==> config.mk <==
export PLATFORM = sky130hd
export DESIGN_NAME = hamming_serial_encoder
export DESIGN_NICKNAME = d
export VERILOG_FILES = /design/src/rtl/hamming_pkg.sv /design/src/rtl/hamming_cw_gen.sv /design/src/rtl/hamming_serial_encoder.sv
export SDC_FILE = /design/constraint.sdc
export NUM_CORES = 1
export LEC_CHECK = 0
export ABC_AREA = 0
export CORE_UTILIZATION = 30
export CTS_CLUSTER_SIZE = 8
export DETAILED_ROUTE_END_ITERATION = 8
export PLACE_DENSITY_LB_ADDON = 0.15
export REMOVE_ABC_BUFFERS = 1
export SLEW_MARGIN = 10
export SYNTH_ARGS = -nofsm -noshare
export SYNTH_HDL_FRONTEND = slang
export SYNTH_SLANG_ARGS = --single-unit
==> constraint.sdc <==
create_clock -name clk -period 4.3 [get_ports clk]
set_input_delay 0.86 -clock clk [delete_from_list [all_inputs] [get_ports clk]]
set_output_delay 0.86 -clock clk [all_outputs]
set_load 0.005 [all_outputs]
==> src/rtl/hamming_pkg.sv <==
// Shared constants and types for the extended-Hamming (16,11) SECDED serial link.
// Used by the transmit encoder, the codeword generator and decoder-side logic.
package hamming_pkg;

  localparam int BLK_LEN = 16;
  localparam int DATA_W  = 11;
  localparam int POS_W   = 4;

  typedef logic [POS_W-1:0]   pos_t;
  typedef logic [BLK_LEN-1:0] codeword_t;
  typedef logic [DATA_W-1:0]  data_t;

  // Data bits fill the non-power-of-two positions in ascending order.
  localparam pos_t DATA_POS [DATA_W] = '{
    4'd3, 4'd5, 4'd6, 4'd7, 4'd9, 4'd10, 4'd11, 4'd12, 4'd13, 4'd14, 4'd15
  };

  // Check bits live at positions 1, 2, 4, 8 (bit k of the position index).
  localparam pos_t CHECK_POS [POS_W] = '{4'd1, 4'd2, 4'd4, 4'd8};

  typedef enum logic {
    S_IDLE = 1'b0,
    S_SEND = 1'b1
  } state_t;

endpackage

==> src/rtl/hamming_cw_gen.sv <==
// Purely combinational data -> extended-Hamming (16,11) codeword generator.
// Position 0 holds overall parity so the XOR of all 16 bits is zero.
module hamming_cw_gen
  import hamming_pkg::*;
(
  input  logic [DATA_W-1:0]  data,
  output logic [BLK_LEN-1:0] codeword
);

  logic [BLK_LEN-1:0] placed;
  logic [POS_W-1:0]   checks;

  always_comb begin
    // NOTE: combinational blocks use blocking '=' and assign a default first, so no latch is inferred.
    placed = '0;
    for (int i = 0; i < DATA_W; i++) begin
      placed[DATA_POS[i]] = data[i];
    end
  end

  always_comb begin
    checks = '0;
    for (int k = 0; k < POS_W; k++) begin
      for (int p = 1; p < BLK_LEN; p++) begin
        if (((p >> k) & 1) == 1) begin
          checks[k] = checks[k] ^ placed[p];
        end
      end
    end
  end

  always_comb begin
    codeword = placed;
    for (int k = 0; k < POS_W; k++) begin
      codeword[CHECK_POS[k]] = checks[k];
    end
    codeword[0] = ^codeword[BLK_LEN-1:1];
  end

endmodule

==> src/rtl/hamming_serial_encoder.sv <==
// Serial (16,11) SECDED encoder: accepts a word on valid/ready, shifts the codeword out LSB first.
// Optional ERR_INJECT_EN adds inj_mask[15:0], XORed into the codeword at accept time.
module hamming_serial_encoder
  import hamming_pkg::*;
(
  input  logic                clk,
  input  logic                rst_n,
  input  logic [DATA_W-1:0]   data_in,
  input  logic                data_valid,
`ifdef ERR_INJECT_EN
  input  logic [BLK_LEN-1:0]  inj_mask,
`endif
  output logic                data_ready,
  output logic                bit_out,
  output logic                bit_valid,
  output logic                block_start
);

  localparam pos_t LAST_POS = pos_t'(BLK_LEN - 1);

  state_t             state;
  pos_t               cnt;
  logic [BLK_LEN-1:0] shreg;
  logic [BLK_LEN-1:0] cw;
  logic [BLK_LEN-1:0] cw_load;
  logic               accept;

  hamming_cw_gen u_cw_gen (
    .data     (data_in),
    .codeword (cw)
  );

`ifdef ERR_INJECT_EN
  assign cw_load = cw ^ inj_mask;
`else
  assign cw_load = cw;
`endif

  // Ready in IDLE or while the last bit is on the wire, giving gapless back-to-back blocks.
  assign data_ready = (state == S_IDLE) || (cnt == LAST_POS);
  assign accept     = data_valid && data_ready;

  // shreg[0] always mirrors the bit currently on bit_out.
  always_ff @(posedge clk or negedge rst_n) begin
    if (!rst_n) begin
      // NOTE: every register here, shift register included, is cleared so a reset mid-block leaves no stale bits.
      state       <= S_IDLE;
      cnt         <= '0;
      shreg       <= '0;
      bit_out     <= 1'b0;
      bit_valid   <= 1'b0;
      block_start <= 1'b0;
    end else if (accept) begin
      state       <= S_SEND;
      cnt         <= '0;
      shreg       <= cw_load;
      bit_out     <= cw_load[0];
      bit_valid   <= 1'b1;
      block_start <= 1'b1;
    end else if (state == S_SEND && cnt != LAST_POS) begin
      cnt         <= cnt + 1'b1;
      shreg       <= {1'b0, shreg[BLK_LEN-1:1]};
      bit_out     <= shreg[1];
      bit_valid   <= 1'b1;
      block_start <= 1'b0;
    end else begin
      state       <= S_IDLE;
      cnt         <= '0;
      shreg       <= '0;
      bit_out     <= 1'b0;
      bit_valid   <= 1'b0;
      block_start <= 1'b0;
    end
  end

endmodule

After elaboration in Yosys (flattened, before gate mapping)

Cells that the tools add are included.

Output and inout port bits: 4
Register bits: 24

Equality and inequality tests: 3
Bitwise operators: 25
Reduce and logical (&&, ||, !) cells: 4
Multiplexer cells: 11
Add/sub/neg operators: 1

Operators by type and width:

| operator            | number |
|---|---|
| $xor 1x1->1         | 24 |
| $mux 16             | 1 |
| $mux 15             | 1 |
| $reduce_xor 15->1   | 1 |
| $mux 4              | 2 |
| $mux 1              | 7 |
| $add 4x1->4 const B | 1 |
| $eq 4x4->1 const B  | 1 |
| $ne 4x4->1 const B  | 1 |
| $logic_and 1x1->1   | 2 |
| $ne 2x2->1 const B  | 1 |
| $logic_or 1x1->1    | 1 |
| $not 1->1           | 1 |

Longest topological paths before layout

Word-level depth: 8
Gate-level depth with buffers: 8
Mapped depth without buffers: 6

Cells and area by module

Synthesis repeated with hierarchy kept, for this count alone.

Cells, all modules: 120
Area total of the unflattened synthesis: 1330.0 um2

Modules (own cells, without submodules):

| module                 | seq. area each (um2) | times used | cells each | area each (um2) |
|---|---|---|---|---|
| hamming_serial_encoder | 575.6                | 1          | 87         | 975.9 |
| hamming_cw_gen         | 0.0                  | 1          | 33         | 354.1 |

Least setup slack after synthesis

Ideal clock, no wire load.

Path type: flip-flop to output port
Start point: register cnt[0]
End point: output port data_ready
Setup slack: 2079 ps
Stages on the path, launching flop included: 7
Buffers on the path: 2
Data arrival time: 1361 ps
Path through: dfrtp_1 ha_1 nand3_1 and2_1 clkbuf_1 inv_1 buf_1

Word-level cells in the longest chain between the ends: 2

RTL lines:

| element                  | line                         | RTL |
|---|---|---|
| start: declaration       | hamming_serial_encoder.sv:22 | `pos_t cnt;` |
| start signal: assignment | hamming_serial_encoder.sv:61 | `cnt <= cnt + 1'b1;` |
| $eq 4x4->1               | hamming_serial_encoder.sv:40 | `assign data_ready = (state == S_IDLE) \|\| (cnt == LAST_POS);` |
| $logic_or 1x1->1         | hamming_serial_encoder.sv:40 |  |
| end: declaration         | hamming_serial_encoder.sv:13 | `output logic data_ready,` |

Every way passes these cells.

Worst setup path in the final report

Same ends and word-level chain as after synthesis.

==> summary.md <==
| Metric | Value |
|---|---|
| Run status | finished clean |
| Vias in the first global route | 777 |
| Post-CTS resize count | 0 |
| Max Root-Sink Buffers | 2 |
| Hold path startpoint | shreg[8] |
| Setup crit start kind | flop |
| Die H | ~62 µm |
| Yosys warning total | 0 |
| Setup TNS | 0 ns |
| Final HPWL DP | roughly 1.5 mm |
| Total wire length | 1.97 mm |
| CP max stage delay | around 0.55 ns |
| First-pass GRT wire length | 3.39 mm |
| Final-report setup violation count | 0 |
| CP delay by family, top | buffers and inverters |
| DP Area | 1300 µm² |
| RSZ-0062 raised after global routing | no |
| Nets | 130 |
| Number of buffers and inverters on the critical path | 2 |
| Number of clock sinks | 23 |
| Largest net degree at the start of global routing | 24 |
| Leak | 0.638 nW |
| GRT Total Usage | 11.3% |
| P per Cell Area | a little over 500 nW/µm² |
| Required @ worst endpoint | 3.44 ns |
| R2R cell count | 6 |
| Reg-to-reg startpoint | cnt[0] |
| Clk slew on worst S/H paths | about 0.11 ns |
| Antenna cells | 0 |
| Hold bufs inserted after CTS | 0 |
| DRT Pass-1 Iters | 4 |
| Crit-path slowest cell | clkdlybuf4s50_1 |
| Per-cell routed wire length | 12.3 µm |
| GR Overflow Total | 0 |
| Final WS setup | between 0.9 and 1 ns |
| Site row count | 21 |
| Fin area | 1320 µm² |
| Hold EP | shreg[7] |
| Post-synthesis average cell area | 11.1 µm² |
| Post-Route Skew | ~0.0073 ns |
| Layout cell share with drive strength beyond 1 | 2.63% |
| Clk_lat worst skew | 0.30 ns |
| CTS tree | done |
| Setup Fix Bufs, Post-CTS | 0 |
| Arr. time, crit path | 2.47 ns |
| Post-route ant nets | 0 |
| PortBufs | 17 |
| Flop2flop setup slack | 2.01 ns |
| Via count | between 700 and 800 |
| Max Cap Violations | 0 |
| Critical path cell sequence | ha_1, nand3_1, and2_1, inv_1, clkdlybuf4s50_1 |
| Worst slew pin tran | 1.02 ns |
| Total clock buffers created by CTS | 3 |
| Most common cell after layout, fill and taps aside | dfrtp_1 |
| Post-Synthesis Cell Area | 1090 µm² |
| Antenna violations before repair | 0 |
| Synthesized instance count | 98 |
| Pre-CTS setup slack | approximately 1.3 ns |
| H-tree level count | 1 |
| Final Hold Viols | 0 |
| Total Die Area | 3870 µm² |
| Initial core utilization | 31.9% |
| Core region area | 3420 µm² |
| HP Class | flop to flop |
| Max_slew headroom | approximately a third |
| Commonest non-fill, non-tap cells in the layout | dfrtp_1 (23), nand2_1 (20), clkdlybuf4s50_1 (17), xnor2_1 (12), nand3_1 (11) |
| Final Cycle Share | around 78% |
| Number of distinct library cells after synthesis | 19 |
| Seq/Total Area, Yosys | 52.9% |
| Max-slew violations | 0 |
| Max Fclk | 300 MHz |
| First DRT Iteration DRCs | 27 |
| IO Pins | 18 |
| Via density | 4.56 |
| CP Capture Type | output port |
| Crit-path max FO | 16 |
| Drt drc | 0 |
| Chip width | 62.2 µm |
| Hold Path Stages | 2 |
| WS Path Type | flop to output port |
| Root Driver | clkbuf_4 |
| Synthesized flop and latch total | 23 |
| VDD IR-drop max | 0.158 mV |
| Synth-to-Final Area Change | 21.6% |
| R2r endpoint | shreg[2] |
| Post-layout min period | about 3.3 ns |
| Final RePlAce weighted congestion | 0.738 |
-- synth_stat cells, drive strengths merged --
| master | n | area share, % |
|---|---|---|
| nor2 | 2 | 0.69 |
| xor3 | 2 | 4.4 |
| xnor2 | 12 | 9.7 |
| dfrtp | 23 | 53 |
| nand2 | 20 | 6.9 |
| ha | 1 | 1.1 |
| a21o | 1 | 0.69 |
| a311oi | 1 | 0.80 |
| xor2 | 4 | 3.2 |
| clkbuf | 3 | 1.0 |
| a22o | 5 | 4.0 |
| and2 | 2 | 1.1 |
| nand3 | 11 | 5.1 |
| xnor3 | 2 | 4.1 |
| nand2b | 2 | 1.1 |
| buf | 2 | 0.69 |
| inv | 2 | 0.69 |
| and3 | 2 | 1.1 |
| a31oi | 1 | 0.58 |
-- sequential cells by signal, summed over array words and instances, names as in the netlist --
signal,cells
shreg,15
cnt,4
bit_out,1
bit_valid,1
block_start,1
state,1
-- layer usage --
| layer | up-vias | global-route usage, % | share of wire (%) |
|---|---|---|---|
| li1 | 354 | - | - |
| met1 | 358 | 14.4 | 47 |
| met2 | 15 | 17.7 | 48 |
| met3 | 2 | 4.60 | 4.5 |
| met4 | 0 | 2.62 | 0.66 |
| met5 | - | 0 | 0 |
-- report_power, final --
part           leakage (nW)  internal, W  switching, W
Clock                0.0150    0.0000361     0.0000597
Sequential            0.295     0.000291     0.0000341
Combinational         0.328     0.000129      0.000117
Total                 0.638     0.000456      0.000211
-- kinds of logic (layout without fill, tap and decap cells) --
group                    after synthesis  in the layout  synth area share (%)
AO/OA/AOI/OAI                          8              8                  6.09
adder cells (fa/ha/maj)                1              1                  1.15
flip-flops                            23             23                  52.9
XOR/XNOR                              20             20                  21.4
AND/OR/NAND/NOR                       39             39                  16.1
buffers and inverters                  7             23                  2.41
-- tightest hold or removal path: cells and delay by family, from the launching register on --
kind / cells / cell delay [ns]
DFF: 1 / 0.34
and+or+nand+nor: 2 / 0.08
-- per-stage QoR --
stage,hold slack [ns],util (%),power [W],instances
6_report,0.445,38.8,0.000667,160
3_5_place_dp,0.431,38.0,0.000578,156
5_1_grt,0.475,38.8,0.000725,160
4_1_cts,0.451,38.8,0.000678,160
3_3_place_gp,0.422,38.0,0.000573,156
2_1_floorplan,0.414,-,0.000496,93
-- how the worst max path moves through the flow --
stage | slack (ns) | to | from | depth (start not counted)
floorplan | 2.12 | data_ready | cnt[0] | 4
global placement | 1.32 | data_ready | cnt[0] | 5
detailed placement | 1.31 | data_ready | cnt[0] | 5
global route | 0.77 | data_ready | cnt[0] | 5
finish | 0.97 | data_ready | cnt[0] | 5
CTS | 0.95 | data_ready | cnt[0] | 5
-- area by class of cell --
cell class / count / area (µm²)
Clock buffer: 4 / 26.3
Tap cell: 46 / 57.6
Multi-Input combinational cell: 68 / 487
Sequential cell: 23 / 576
Timing Repair Buffer: 17 / 170
Inverter: 2 / 7.51
Fill cell: 367 / 2090
Note: power is estimated with default switching activity, not from simulation.
